### config.mk
export PLATFORM = sky130hd
export DESIGN_NAME = jtag_tap_controller
export DESIGN_NICKNAME = d
export VERILOG_FILES = /design/src/rtl/jtag_tap_pkg.sv /design/src/rtl/jtag_tap_fsm.sv /design/src/rtl/jtag_tap_controller.sv
export SDC_FILE = /design/constraint.sdc
export NUM_CORES = 1
export LEC_CHECK = 0
export ABC_AREA = 1
export CAP_MARGIN = 20
export CORE_MARGIN = 3
export CORE_UTILIZATION = 56
export CTS_BUF_LIST = sky130_fd_sc_hd__clkbuf_2
export DETAILED_ROUTE_END_ITERATION = 7
export PLACE_DENSITY = 0.87
export SLEW_MARGIN = 20
export SYNTH_ARGS = -nofsm -noshare
export SYNTH_HDL_FRONTEND = slang
export SYNTH_SLANG_ARGS = --single-unit
export TNS_END_PERCENT = 5
### constraint.sdc
create_clock -name TCK -period 2.35 [get_ports TCK]
set_input_delay 0.235 -clock TCK [delete_from_list [all_inputs] [get_ports TCK]]
set_output_delay 0.235 -clock TCK [all_outputs]
set_load 0.005 [all_outputs]
### src/rtl/jtag_tap_pkg.sv
// Shared TAP definitions: 16-state encoding, data-register select and IR capture pattern.
package jtag_tap_pkg;

  typedef logic [3:0] tap_state_t;

  // Numbering matches the legacy FSM so state dumps stay comparable.
  localparam logic [3:0] TEST_LOGIC_RESET = 4'd0;
  localparam logic [3:0] RUN_TEST_IDLE    = 4'd1;
  localparam logic [3:0] SELECT_DR_SCAN   = 4'd2;
  localparam logic [3:0] CAPTURE_DR       = 4'd3;
  localparam logic [3:0] SHIFT_DR         = 4'd4;
  localparam logic [3:0] EXIT1_DR         = 4'd5;
  localparam logic [3:0] PAUSE_DR         = 4'd6;
  localparam logic [3:0] EXIT2_DR         = 4'd7;
  localparam logic [3:0] UPDATE_DR        = 4'd8;
  localparam logic [3:0] SELECT_IR_SCAN   = 4'd9;
  localparam logic [3:0] CAPTURE_IR       = 4'd10;
  localparam logic [3:0] SHIFT_IR         = 4'd11;
  localparam logic [3:0] EXIT1_IR         = 4'd12;
  localparam logic [3:0] PAUSE_IR         = 4'd13;
  localparam logic [3:0] EXIT2_IR         = 4'd14;
  localparam logic [3:0] UPDATE_IR        = 4'd15;

  typedef enum logic [1:0] {
    DR_BYPASS = 2'd0,
    DR_IDCODE = 2'd1,
    DR_USER   = 2'd2
  } dr_sel_t;

  localparam logic [1:0] IR_CAPTURE = 2'b01;
  localparam int         IDCODE_W   = 32;

endpackage

### src/rtl/jtag_tap_fsm.sv
// TMS-driven TAP state register; exports the next state so the datapath can
// react to an entry into TEST_LOGIC_RESET on the same edge.
module jtag_tap_fsm
  import jtag_tap_pkg::*;
(
  input  logic       TCK,
  input  logic       TRST,
  input  logic       TMS,
  output tap_state_t state,
  output tap_state_t state_next
);

  always_comb begin
    state_next = state;
    case (state)
      TEST_LOGIC_RESET: state_next = TMS ? TEST_LOGIC_RESET : RUN_TEST_IDLE;
      RUN_TEST_IDLE:    state_next = TMS ? SELECT_DR_SCAN   : RUN_TEST_IDLE;
      SELECT_DR_SCAN:   state_next = TMS ? SELECT_IR_SCAN   : CAPTURE_DR;
      CAPTURE_DR:       state_next = TMS ? EXIT1_DR         : SHIFT_DR;
      SHIFT_DR:         state_next = TMS ? EXIT1_DR         : SHIFT_DR;
      EXIT1_DR:         state_next = TMS ? UPDATE_DR        : PAUSE_DR;
      PAUSE_DR:         state_next = TMS ? EXIT2_DR         : PAUSE_DR;
      EXIT2_DR:         state_next = TMS ? UPDATE_DR        : SHIFT_DR;
      UPDATE_DR:        state_next = TMS ? SELECT_DR_SCAN   : RUN_TEST_IDLE;
      SELECT_IR_SCAN:   state_next = TMS ? TEST_LOGIC_RESET : CAPTURE_IR;
      CAPTURE_IR:       state_next = TMS ? EXIT1_IR         : SHIFT_IR;
      SHIFT_IR:         state_next = TMS ? EXIT1_IR         : SHIFT_IR;
      EXIT1_IR:         state_next = TMS ? UPDATE_IR        : PAUSE_IR;
      PAUSE_IR:         state_next = TMS ? EXIT2_IR         : PAUSE_IR;
      EXIT2_IR:         state_next = TMS ? UPDATE_IR        : SHIFT_IR;
      UPDATE_IR:        state_next = TMS ? SELECT_DR_SCAN   : RUN_TEST_IDLE;
      default:          state_next = TEST_LOGIC_RESET;
    endcase
  end

  always_ff @(posedge TCK) begin
    if (TRST) begin
      state <= TEST_LOGIC_RESET;
    end else begin
      state <= state_next;
    end
  end

endmodule

### src/rtl/jtag_tap_controller.sv
// JTAG TAP: instruction register, BYPASS/USER (and optional IDCODE) data registers, TDO path.
// Define JTAG_TAP_IDCODE_EN to build the IDCODE register and make it the reset instruction.
module jtag_tap_controller
  import jtag_tap_pkg::*;
#(
  parameter int              IR_W      = 4,
  parameter int              UDR_W     = 8,
  parameter logic [31:0]     IDCODE    = 32'h1000_0001,
  parameter logic [IR_W-1:0] OP_IDCODE = IR_W'(1),
  parameter logic [IR_W-1:0] OP_USER   = IR_W'(2)
) (
  input  logic             TCK,
  input  logic             TRST,
  input  logic             TMS,
  input  logic             TDI,
  output logic             TDO,
  output logic             TDO_EN,
  output tap_state_t       state,
  output logic [IR_W-1:0]  ir,
  input  logic [UDR_W-1:0] udr_capture,
  output logic [UDR_W-1:0] udr_update,
  output logic             udr_valid
);

`ifdef JTAG_TAP_IDCODE_EN
  localparam logic [IR_W-1:0] IR_RESET = OP_IDCODE;
`else
  localparam logic [IR_W-1:0] IR_RESET = '1;
`endif
  localparam logic [IR_W-1:0] IR_CAPTURE_VAL = IR_W'(IR_CAPTURE);

  if (IDCODE[0] != 1'b1) begin : g_idcode_lsb_check
    $error("IDCODE bit 0 must be 1");
  end

  tap_state_t       state_next;
  dr_sel_t          dr_sel;
  logic [IR_W-1:0]  ir_sh;
  logic             bypass_sh;
  logic [UDR_W-1:0] user_sh;
  logic [UDR_W:0]   user_cat;
  logic             dr_lsb;
`ifdef JTAG_TAP_IDCODE_EN
  logic [IDCODE_W-1:0] idcode_sh;
`endif

  jtag_tap_fsm u_fsm (
    .TCK        (TCK),
    .TRST       (TRST),
    .TMS        (TMS),
    .state      (state),
    .state_next (state_next)
  );

  // All-ones always wins so BYPASS stays reachable whatever the opcode parameters are.
  always_comb begin
    dr_sel = DR_BYPASS;
    if (ir == '1) begin
      dr_sel = DR_BYPASS;
    end else if (ir == OP_USER) begin
      dr_sel = DR_USER;
`ifdef JTAG_TAP_IDCODE_EN
    end else if (ir == OP_IDCODE) begin
      dr_sel = DR_IDCODE;
`else
    end else if (ir == OP_IDCODE) begin
      dr_sel = DR_BYPASS;
`endif
    end
  end

  // Concatenation keeps the shift expression legal when UDR_W is 1.
  assign user_cat = {TDI, user_sh};

  always_comb begin
    dr_lsb = bypass_sh;
    case (dr_sel)
      DR_USER:   dr_lsb = user_sh[0];
`ifdef JTAG_TAP_IDCODE_EN
      DR_IDCODE: dr_lsb = idcode_sh[0];
`endif
      default:   dr_lsb = bypass_sh;
    endcase
  end

  always_ff @(posedge TCK) begin
    if (TRST) begin
      ir         <= IR_RESET;
      ir_sh      <= '0;
      bypass_sh  <= 1'b0;
      user_sh    <= '0;
      TDO        <= 1'b0;
      TDO_EN     <= 1'b0;
      udr_update <= '0;
      udr_valid  <= 1'b0;
`ifdef JTAG_TAP_IDCODE_EN
      idcode_sh  <= '0;
`endif
    end else begin
      TDO_EN    <= (state == SHIFT_IR) || (state == SHIFT_DR);
      udr_valid <= 1'b0;

      if (state_next == TEST_LOGIC_RESET) begin
        ir <= IR_RESET;
      end else if (state == UPDATE_IR) begin
        ir <= ir_sh;
      end

      case (state)
        CAPTURE_IR: ir_sh <= IR_CAPTURE_VAL;
        SHIFT_IR: begin
          TDO   <= ir_sh[0];
          ir_sh <= {TDI, ir_sh[IR_W-1:1]};
        end
        CAPTURE_DR: begin
          case (dr_sel)
            DR_USER:   user_sh   <= udr_capture;
`ifdef JTAG_TAP_IDCODE_EN
            DR_IDCODE: idcode_sh <= IDCODE;
`endif
            default:   bypass_sh <= 1'b0;
          endcase
        end
        SHIFT_DR: begin
          TDO <= dr_lsb;
          case (dr_sel)
            DR_USER:   user_sh   <= user_cat[UDR_W:1];
`ifdef JTAG_TAP_IDCODE_EN
            DR_IDCODE: idcode_sh <= {TDI, idcode_sh[IDCODE_W-1:1]};
`endif
            default:   bypass_sh <= TDI;
          endcase
        end
        UPDATE_DR: begin
          if (dr_sel == DR_USER) begin
            udr_update <= user_sh;
            udr_valid  <= 1'b1;
          end
        end
        default: ;
      endcase
    end
  end

endmodule

==> results_dict.tcl, run 1 <==
set metrics [dict create \
    synthArstFlopShare_pct 0 \
    drcViolationCount 0 \
    first_global_vias 1282 \
    ys_ff_latch 32 \
    synth_top_family_by_area "simple AND/OR/NAND/NOR gates" \
    clk_latency_ns 0.37 \
    power.leakage_nw 0.833 \
    setup_viol 0 \
    min_path_type "input port to register" \
    status "complete, no violations" \
    synth.largest_area_cell "dfxtp_1" \
    fin_skew_ns 0.0162 \
    end_kind "register" \
    synth_fp_nets 221 \
    total_power_mw 1.02 \
    start_util_pct 62.5 \
    post-place-cells 263 \
    drtAntennaViolNets 0 \
    critPathArrivalTime_ns 1.99 \
    synth_compound_area_share_pct 16.5 \
    p_seq_share_pct 54.8 \
    cts.sinks 32 \
    cap_violations 0 \
    die_y_um 57.3 \
    slew_headroom_pct 54.4 \
    dpl_cell_area_sq_um 1790 \
    seq_area_frac_synth_pct 43.4 \
    synth_most_common_cell "nand2_1" \
    synth_edf_count 0 \
    crit_type "register to register" \
    fp.dieArea_sq_um 3290 \
    holdWs_ns 0.416 \
    synth_top_area_share_pct 43.4 \
    synthTopCellsByArea "dfxtp_1, nand2_1, nor2_1" \
    cts_hold_buf 0 \
    synthAdderAreaFrac_pct 0 \
    syn_area_per_cell_sq_um 7.06 \
    grt_max_degree 24 \
    yosys_warnings 0 \
    grt_setup_unrepaired "false" \
    p_switching_mw 0.253 \
    grtUsageTotal_pct 24.3 \
    design_area_sq_um 1850 \
    drt_iter0_markers 100 \
    power_switching_share_pct 24.8 \
    cp.required_ns 2.62 \
    holdPathStages 3 \
    power_density_nw_per_um2 550 \
    timing_hold_violations_final 0 \
    layout_min_cycle_time_ns 1.71 \
    h-tree-depth 2 \
    fillers 167 \
    cts_root_buf "clkbuf_2" \
    wire_per_inst_um 13.6 \
    synthMuxAreaShare_pct 1.36 \
    start_kind "register" \
    ys_types 25 \
    post_cts_resize_count 0 \
    rows 17 \
    synth_xor_area_share_pct 0 \
    peakVddDrop_uv 618 \
    place_congestion 0.997 \
    cts_tree "built" \
    p_clk_share_pct 35.5 \
    io_pins 31 \
    tightest_slew_ns 0.683 \
    antenna_found_initial 0 \
    final.setup.tns_ns 0 \
    viasPerCell 5.63 \
    wl_met3_um 360 \
    area_growth_pct 25.4 \
    synth-main-ff-cell "dfxtp_1" \
    synth_area_sq_um 1480 \
    route.vias.total 1525 \
    drt-met1-wl_um 1630 \
    crit_fanout 14 \
    min_period_over_period_pct 72.9 \
    antenna_cells 0 \
    cts.reportedPaths.clkPinSlew_ns 0.17 \
    post-cts-setup-buffer-count 0 \
    yosys-top-cells-count "nand2_1, dfxtp_1, nor2_1, o21ai_0, inv_1" \
    synthSimpleGateAreaFrac_pct 31.5 \
    p_comb_share_pct 9.7 \
    numCtsBuffers 5 \
    dr.pass1.iters 4 \
    max_freq_mhz 584 \
    dpl.hpwl_um 2670 \
    coreArea_sq_um 2360 \
    nNetsFinal 254 \
    clock_path_buffers 2 \
    synth_cells 209 \
    layout-drive-gt1-share_pct 9.47 \
    grt.overflow.total 0 \
    internal-power_mw 0.765 \
    wl_met2_um 1680 \
    drv_slew 0 \
    routed_wl_um 3700 \
    io_buffers 30 \
    die_x_um 57.3 \
    rr_worst_depth 5 \
    grt_pass1_wl_um 6120 \
    routed.top_layer "met4" \
    fin_cells 271 \
]
==> sequential cells by signal, indices dropped and copies added, names as in the netlist <==
register and count:
udr_valid 1, TDO_EN 1, user_sh 8, ir_sh 4
udr_update 8, bypass_sh 1, u_fsm.state 4, ir 4
TDO 1
==> path summary, 6_finish.rpt <==
check / start / to / slack [ns]
max: u_fsm.state[1] / TDO / 0.64
max reg2reg: u_fsm.state[1] / TDO / 0.64
min reg2reg: bypass_sh / bypass_sh / 0.48
min: udr_capture[4] / user_sh[4] / 0.42
==> cell type report <==
type | instances | area (sq um) | area share (%)
Sequential cell | 32 | 641 | 34.6
Inverter | 20 | 76.3 | 4.12
Tap cell | 28 | 35.0 | 1.89
Clock inverter | 3 | 37.5 | 2.03
Timing Repair Buffer | 31 | 308 | 16.6
Clock buffer | 5 | 25.0 | 1.35
Multi-Input combinational cell | 152 | 729 | 39.4
==> power groups by stage <==
stage / registers (mW) / clock network [mW] / logic (mW)
after global placement: 0.568 / 0 / 0.0942
after floorplan: 0.567 / 0 / 0.0557
after CTS: 0.557 / 0.363 / 0.0978
final: 0.558 / 0.361 / 0.0985
after global routing: 0.559 / 0.398 / 0.109
after detailed placement: 0.569 / 0 / 0.0974
==> worst max-delay path, cell delays in order (launching register included) <==
cell	delay, ns
dfxtp_1	0.55
nor2_2	0.11
nand2_2	0.26
clkinv_1	0.34
o31ai_1	0.31
a21oi_1	0.06
==> routing by layer <==
metal,GRT usage [%],vias up
met3,8.37,5
met5,0,-
met2,35.0,77
met4,7.62,0
li1,-,745
met1,34.1,698
==> kinds of logic (layout without fill, tap and decap cells) <==
family	count (synthesis)	count (layout)
muxes	2	2
DFF	32	32
buffers and inverters	25	59
and+or+nand+nor	107	107
AOI/OAI and AO/OA	43	43
==> layout by cell type, fill, tap and decap left out, types with 2 or more instances in the layout <==
cell / instances
a21oi_1: 8
a31oi_1: 8
clkbuf_2: 5
clkdlybuf4s50_1: 30
clkinv_1: 3
dfxtp_1: 32
inv_1: 16
inv_2: 2
mux2i_1: 2
nand2_1: 52
nand2_2: 4
nand3_1: 12
nor2_1: 31
nor2_2: 3
nor2_4: 3
o21ai_0: 21
o21ai_2: 2
==> through the flow <==
stage                     worst slack [ns]  util [%]
after global placement               0.697      75.8
final                                0.637      78.4
after detailed placement             0.644      75.8
after CTS                            0.646      78.4
after global routing                 0.494      78.4
after floorplan                       1.01         -
Note: power is estimated with default switching activity, not from simulation.
==> run 2, diff against run 1 <==
- CORE_UTILIZATION: 56 -> 47
- PLACE_DENSITY: 0.87 -> 0.77
- clock period: 2.35 -> 1.5 ns (I/O delays scaled with it)
==> run 2 against run 1 <==
  * Sequential share of layout area is 1.7 points lower
  * Wire length fell by 4.4%
  * Sequential power rose by 56%
  * Global-route usage shrank 3.9 points
  * Utilization down 9.1 points
  * Worst setup slack lost 0.58 ns
  * Sequential cell count stayed put
  * Critical path type is now register to primary output
  * Critical endpoint is now state[1]
==> results_dict.tcl, run 2 (synthesis results as in run 1) <==
set metrics [dict create \
    mostFrequentLayoutCells "nand2_1, nor2_1, dfxtp_1, clkdlybuf4s50_1, o21ai_0" \
    multi_input_area_sq_um 734 \
    hold_end "user_sh[1]" \
    layout_commonest_cell "nand2_1" \
    drcViolationCount 0 \
    peakVddDrop_uv 687 \
    crit_type "register to primary output" \
    area_growth_pct 35.0 \
    crit_fanout 8 \
    layout-drive-gt1-share_pct 17.5 \
    grt.overflow.total 0 \
    route.vias.total 1492 \
    drv_slew 0 \
    p_clk_share_pct 36.0 \
    io_buffers 30 \
    path_delay_family "buffers and inverters" \
    antenna_cells 0 \
    ff2ff_setup_slack_ns 0.09 \
    clock_path_buffers 2 \
    p_switching_mw 0.398 \
    die_y_um 62.0 \
    cts.sinks 32 \
    slowest_stage "clkdlybuf4s50_1" \
    antenna_found_initial 0 \
    cts_hold_buf 0 \
    cts_tree "built" \
    layout_min_cycle_time_ns 1.44 \
    numCtsBuffers 5 \
    worst_slack_ns 0.0587 \
    holdWs_ns 0.316 \
    min_path_type "input port to register" \
    coreArea_sq_um 2880 \
    r2r_end "user_sh[5]" \
    fillers 242 \
    wire_per_inst_um 11.8 \
    end_kind "primary output" \
    slew_headroom_pct 83.6 \
    cp_slowest_stage_delay_ns 0.51 \
    dr.pass1.iters 4 \
    cap_violations 0 \
    io_pins 31 \
    viasPerCell 4.99 \
    regArea_sq_um 656 \
    crit_buf_inv 1 \
    cts_root_buf "clkbuf_2" \
    rr_worst_depth 7 \
    dpl.hpwl_um 2650 \
    crit_cells 1 \
    min_period_over_period_pct 96.1 \
    timing_hold_violations_final 0 \
    cp.required_ns 1.35 \
    worst_hold_startpoint "udr_capture[1]" \
    p_seq_share_pct 53.6 \
    fp.dieArea_sq_um 3850 \
    grtUsageTotal_pct 20.5 \
    drtAntennaViolNets 0 \
    fin_util_pct 69.3 \
    start_util_pct 51.3 \
    internal-power_mw 1.22 \
    fin_skew_ns 0.0219 \
    grt_setup_unrepaired "true" \
    drt_iter0_markers 65 \
    critPathArrivalTime_ns 1.29 \
    path_cells "clkdlybuf4s50_1" \
    p_comb_share_pct 10.5 \
    start_kind "register" \
    routed_wl_um 3540 \
    holdPathStages 3 \
    die_x_um 62.0 \
    max_freq_mhz 694 \
    clk_latency_ns 0.38 \
    reg2reg_from "ir[3]" \
    reg_top3 "udr_update (8), user_sh (8)" \
    dpl_worst_slack_ns 0.0523 \
    place_congestion 0.944 \
    power.leakage_nw 0.924 \
    setup_viol 0 \
    first_global_vias 1308 \
    power_density_nw_per_um2 814 \
    power_switching_share_pct 24.6 \
    grt_max_degree 18 \
    grt_pass1_wl_um 5710 \
    status "complete, no violations" \
    nNetsFinal 268 \
    rows 19 \
    cts.reportedPaths.clkPinSlew_ns 0.17 \
    h-tree-depth 2 \
    tightest_slew_ns 0.246 \
]
-- run 2: cell count changes in the layout (fill, tap and decap cells not counted), sizes merged --
cell,delta
dlygate4sd2,+3
buf,+14
clkbuf,+1
clkdlybuf4s50,-3
clkinv,-1
-- run 2: final cells by class --
| type | count | share of cell area (%) |
|---|---|---|
| tap | 42 | 2.64 |
| inverter | 20 | 3.83 |
| timing repair buffer | 45 | 20.5 |
| sequential | 32 | 32.9 |
| clock inverter | 2 | 1.76 |
| multi-input combinational | 152 | 36.8 |
| clock buffer | 6 | 1.51 |
-- run 2: through the flow --
stage / cell area (sq um) / total power [mW] / TNS (ns) / instances
floorplan: 1480 / 0.975 / 0 / 209
global placement: 1910 / 1.06 / 0 / 291
detailed placement: 1910 / 1.06 / 0 / 291
CTS: 1990 / 1.63 / 0 / 299
global route: 1990 / 1.69 / -0.0865 / 299
finish: 1990 / 1.62 / 0 / 299
-- run 2: worst max-delay path by stage --
stage | start | endpoint | slack, ns
after floorplan | u_fsm.state[3] | ir[2] | 0.16
after CTS | u_fsm.state[1] | state[1] | 0.003
after detailed placement | u_fsm.state[1] | user_sh[5] | 0.05
final | u_fsm.state[1] | state[1] | 0.06
after global placement | TMS | ir[0] | 0.08
after global routing | u_fsm.state[1] | ir[1] | -0.03
-- run 2: worst register-to-register path, stage by stage, from the launching register on --
cell	delay, ns
dfxtp_1	0.38
nor2_1	0.06
nand2_1	0.20
inv_1	0.12
nand2_2	0.09
clkinv_2	0.18
o21ai_0	0.26
a31oi_1	0.06
-- run 2: power groups by stage --
stage | Sequential, mW | Combinational (mW) | Clock (mW)
2_1_floorplan | 0.888 | 0.0872 | 0
3_3_place_gp | 0.889 | 0.173 | 0
3_5_place_dp | 0.889 | 0.169 | 0
4_1_cts | 0.869 | 0.167 | 0.593
5_1_grt | 0.872 | 0.187 | 0.631
6_report | 0.869 | 0.170 | 0.583
-- run 2: repair_timing --
action,4_1_cts,5_1_grt
buffers inserted,0,0
setup endpoints to repair,4,9
gates cloned,0,0
gates resized for setup,10,3
-- run 2: per-layer routing --
layer	vias up	wire (um)	GRT usage (%)
met5	-	0	0
met4	0	57	10.0
met3	7	227	5.17
met2	53	1550	28.8
met1	661	1700	28.8
li1	771	-	-
==> run 3, diff against run 2 <==
- CORE_MARGIN: 3 -> 2
==> run 3 against run 2 <==
  * Critical path depth stayed put
  * First-iteration DRC count decreased by 18%
  * Maximum frequency rose by 2.3%
  * Die area fell by 6.3%
  * Sequential power hardly changed
  * Count of clock-buffer cells in the layout is the same
  * Sequential cell count did not move
  * Worst setup slack improved by 0.033 ns
  * Critical path type unchanged
  * Highest routed layer unchanged
==> results_dict.tcl, run 3 (synthesis results as in run 1) <==
set metrics [dict create \
    routed_wl_um 3270 \
    drtAntennaViolNets 0 \
    timing_hold_violations_final 0 \
    worst_slack_ns 0.0916 \
    crit_buf_inv 1 \
    mostFrequentLayoutCells "nand2_1, dfxtp_1, nor2_1, clkdlybuf4s50_1, o21ai_0" \
    dpl_worst_slack_ns 0.0542 \
    io_pins 31 \
    status "complete, no violations" \
    layout_min_cycle_time_ns 1.41 \
    grt_max_degree 17 \
    numCtsBuffers 5 \
    place_congestion 0.888 \
    fillers 273 \
    path_delay_family "buffers and inverters" \
    fin_skew_ns 0.0204 \
    power_density_nw_per_um2 807 \
    critPathArrivalTime_ns 1.26 \
    cap_violations 0 \
    area_growth_pct 36.6 \
    grt.overflow.total 0 \
    rows 20 \
    grt_pass1_wl_um 5360 \
    max_freq_mhz 710 \
    nNetsFinal 264 \
    crit_fanout 3 \
    total_power_mw 1.63 \
    cts.reportedPaths.clkPinSlew_ns 0.17 \
    tightest_slew_ns 0.240 \
    crit_type "register to primary output" \
    dr.pass1.iters 4 \
    dpl.hpwl_um 2410 \
    layout-drive-gt1-share_pct 20.6 \
    slowest_stage "clkdlybuf4s50_1" \
    holdWs_ns 0.312 \
    antenna_cells 0 \
    min_period_over_period_pct 93.9 \
    power.leakage_nw 0.960 \
    cp.required_ns 1.35 \
    layout_commonest_cell "nand2_1" \
    antenna_found_initial 0 \
    grtUsageTotal_pct 20.3 \
    setup_viol 0 \
    cts_hold_buf 0 \
    viasPerCell 4.92 \
    h-tree-depth 2 \
    clk_latency_ns 0.38 \
    start_util_pct 48.8 \
    drv_slew 0 \
    io_buffers 30 \
    fp.dieArea_sq_um 3610 \
    clock_path_buffers 2 \
    die_x_um 60.0 \
    end_kind "primary output" \
    reg_top3 "udr_update (8), user_sh (8)" \
    cts_root_buf "clkbuf_2" \
    cts.sinks 32 \
    drcViolationCount 0 \
    peakVddDrop_uv 444 \
    path_cells "clkdlybuf4s50_1" \
    die_y_um 60.0 \
    slew_headroom_pct 83.8 \
    start_kind "register" \
    wire_per_inst_um 11.0 \
    cts_tree "built" \
    route.vias.total 1462 \
    drt_iter0_markers 53 \
    min_path_type "input port to register" \
    coreArea_sq_um 3030 \
    first_global_vias 1254 \
    cp_slowest_stage_delay_ns 0.51 \
]
[run 3: cell types whose count changed in the layout (fill, tap and decap cells not counted), sizes merged]
cell,delta
buf,-4
clkdlybuf4s50,-1
clkinv,-1
dlygate4sd2,-2
dlymetal6s2s,+3
inv,+1
[run 3: routing by layer]
metal / track usage [%] / share of wire [%]
met2: 32.9 / 47
met5: 0 / 0
met3: 6.49 / 5.6
met1: 24.5 / 46
met4: 8.57 / 1.9
[run 3: area by class of cell]
class	instances	area, sq um	area share, %
well taps	44	55.1	2.73
repair buffers	41	389	19.3
flip-flops and latches	32	656	32.5
inverters	20	77.6	3.85
clock inverters	2	35.0	1.74
multi-input cells	152	774	38.4
clock buffers	6	30.0	1.49
[run 3: worst paths after layout]
kind         slack (ns)            from  cells past startpoint          to
min reg2reg        0.47        ir_sh[1]                      2    ir_sh[1]
max reg2reg        0.11  u_fsm.state[2]                      8       ir[0]
min                0.31  udr_capture[5]                      3  user_sh[5]
max                0.09           ir[1]                      1       ir[1]
[run 3: metrics by stage]
stage / instances / setup TNS [ns] / util, % / instance area [sq um]
finish: 297 / 0 / 66.6 / 2020
global route: 297 / -0.00332 / 66.6 / 2020
CTS: 298 / 0 / 65.1 / 1970
detailed placement: 289 / 0 / 62.2 / 1880
global placement: 289 / 0 / 62.2 / 1880
floorplan: 209 / 0 / - / 1480
[run 3: power breakdown]
part	leakage, nW	internal [mW]	switching, mW
Sequential	0.261	0.855	0.0162
Clock	0.0430	0.287	0.291
Combinational	0.656	0.0829	0.0953
[run 3: repair_timing]
| action | CTS | global route |
|---|---|---|
| resized for setup | 9 | 19 |
| buffers inserted | 1 | 0 |
| pin swaps | 0 | 6 |
| setup endpoints to repair | 4 | 21 |
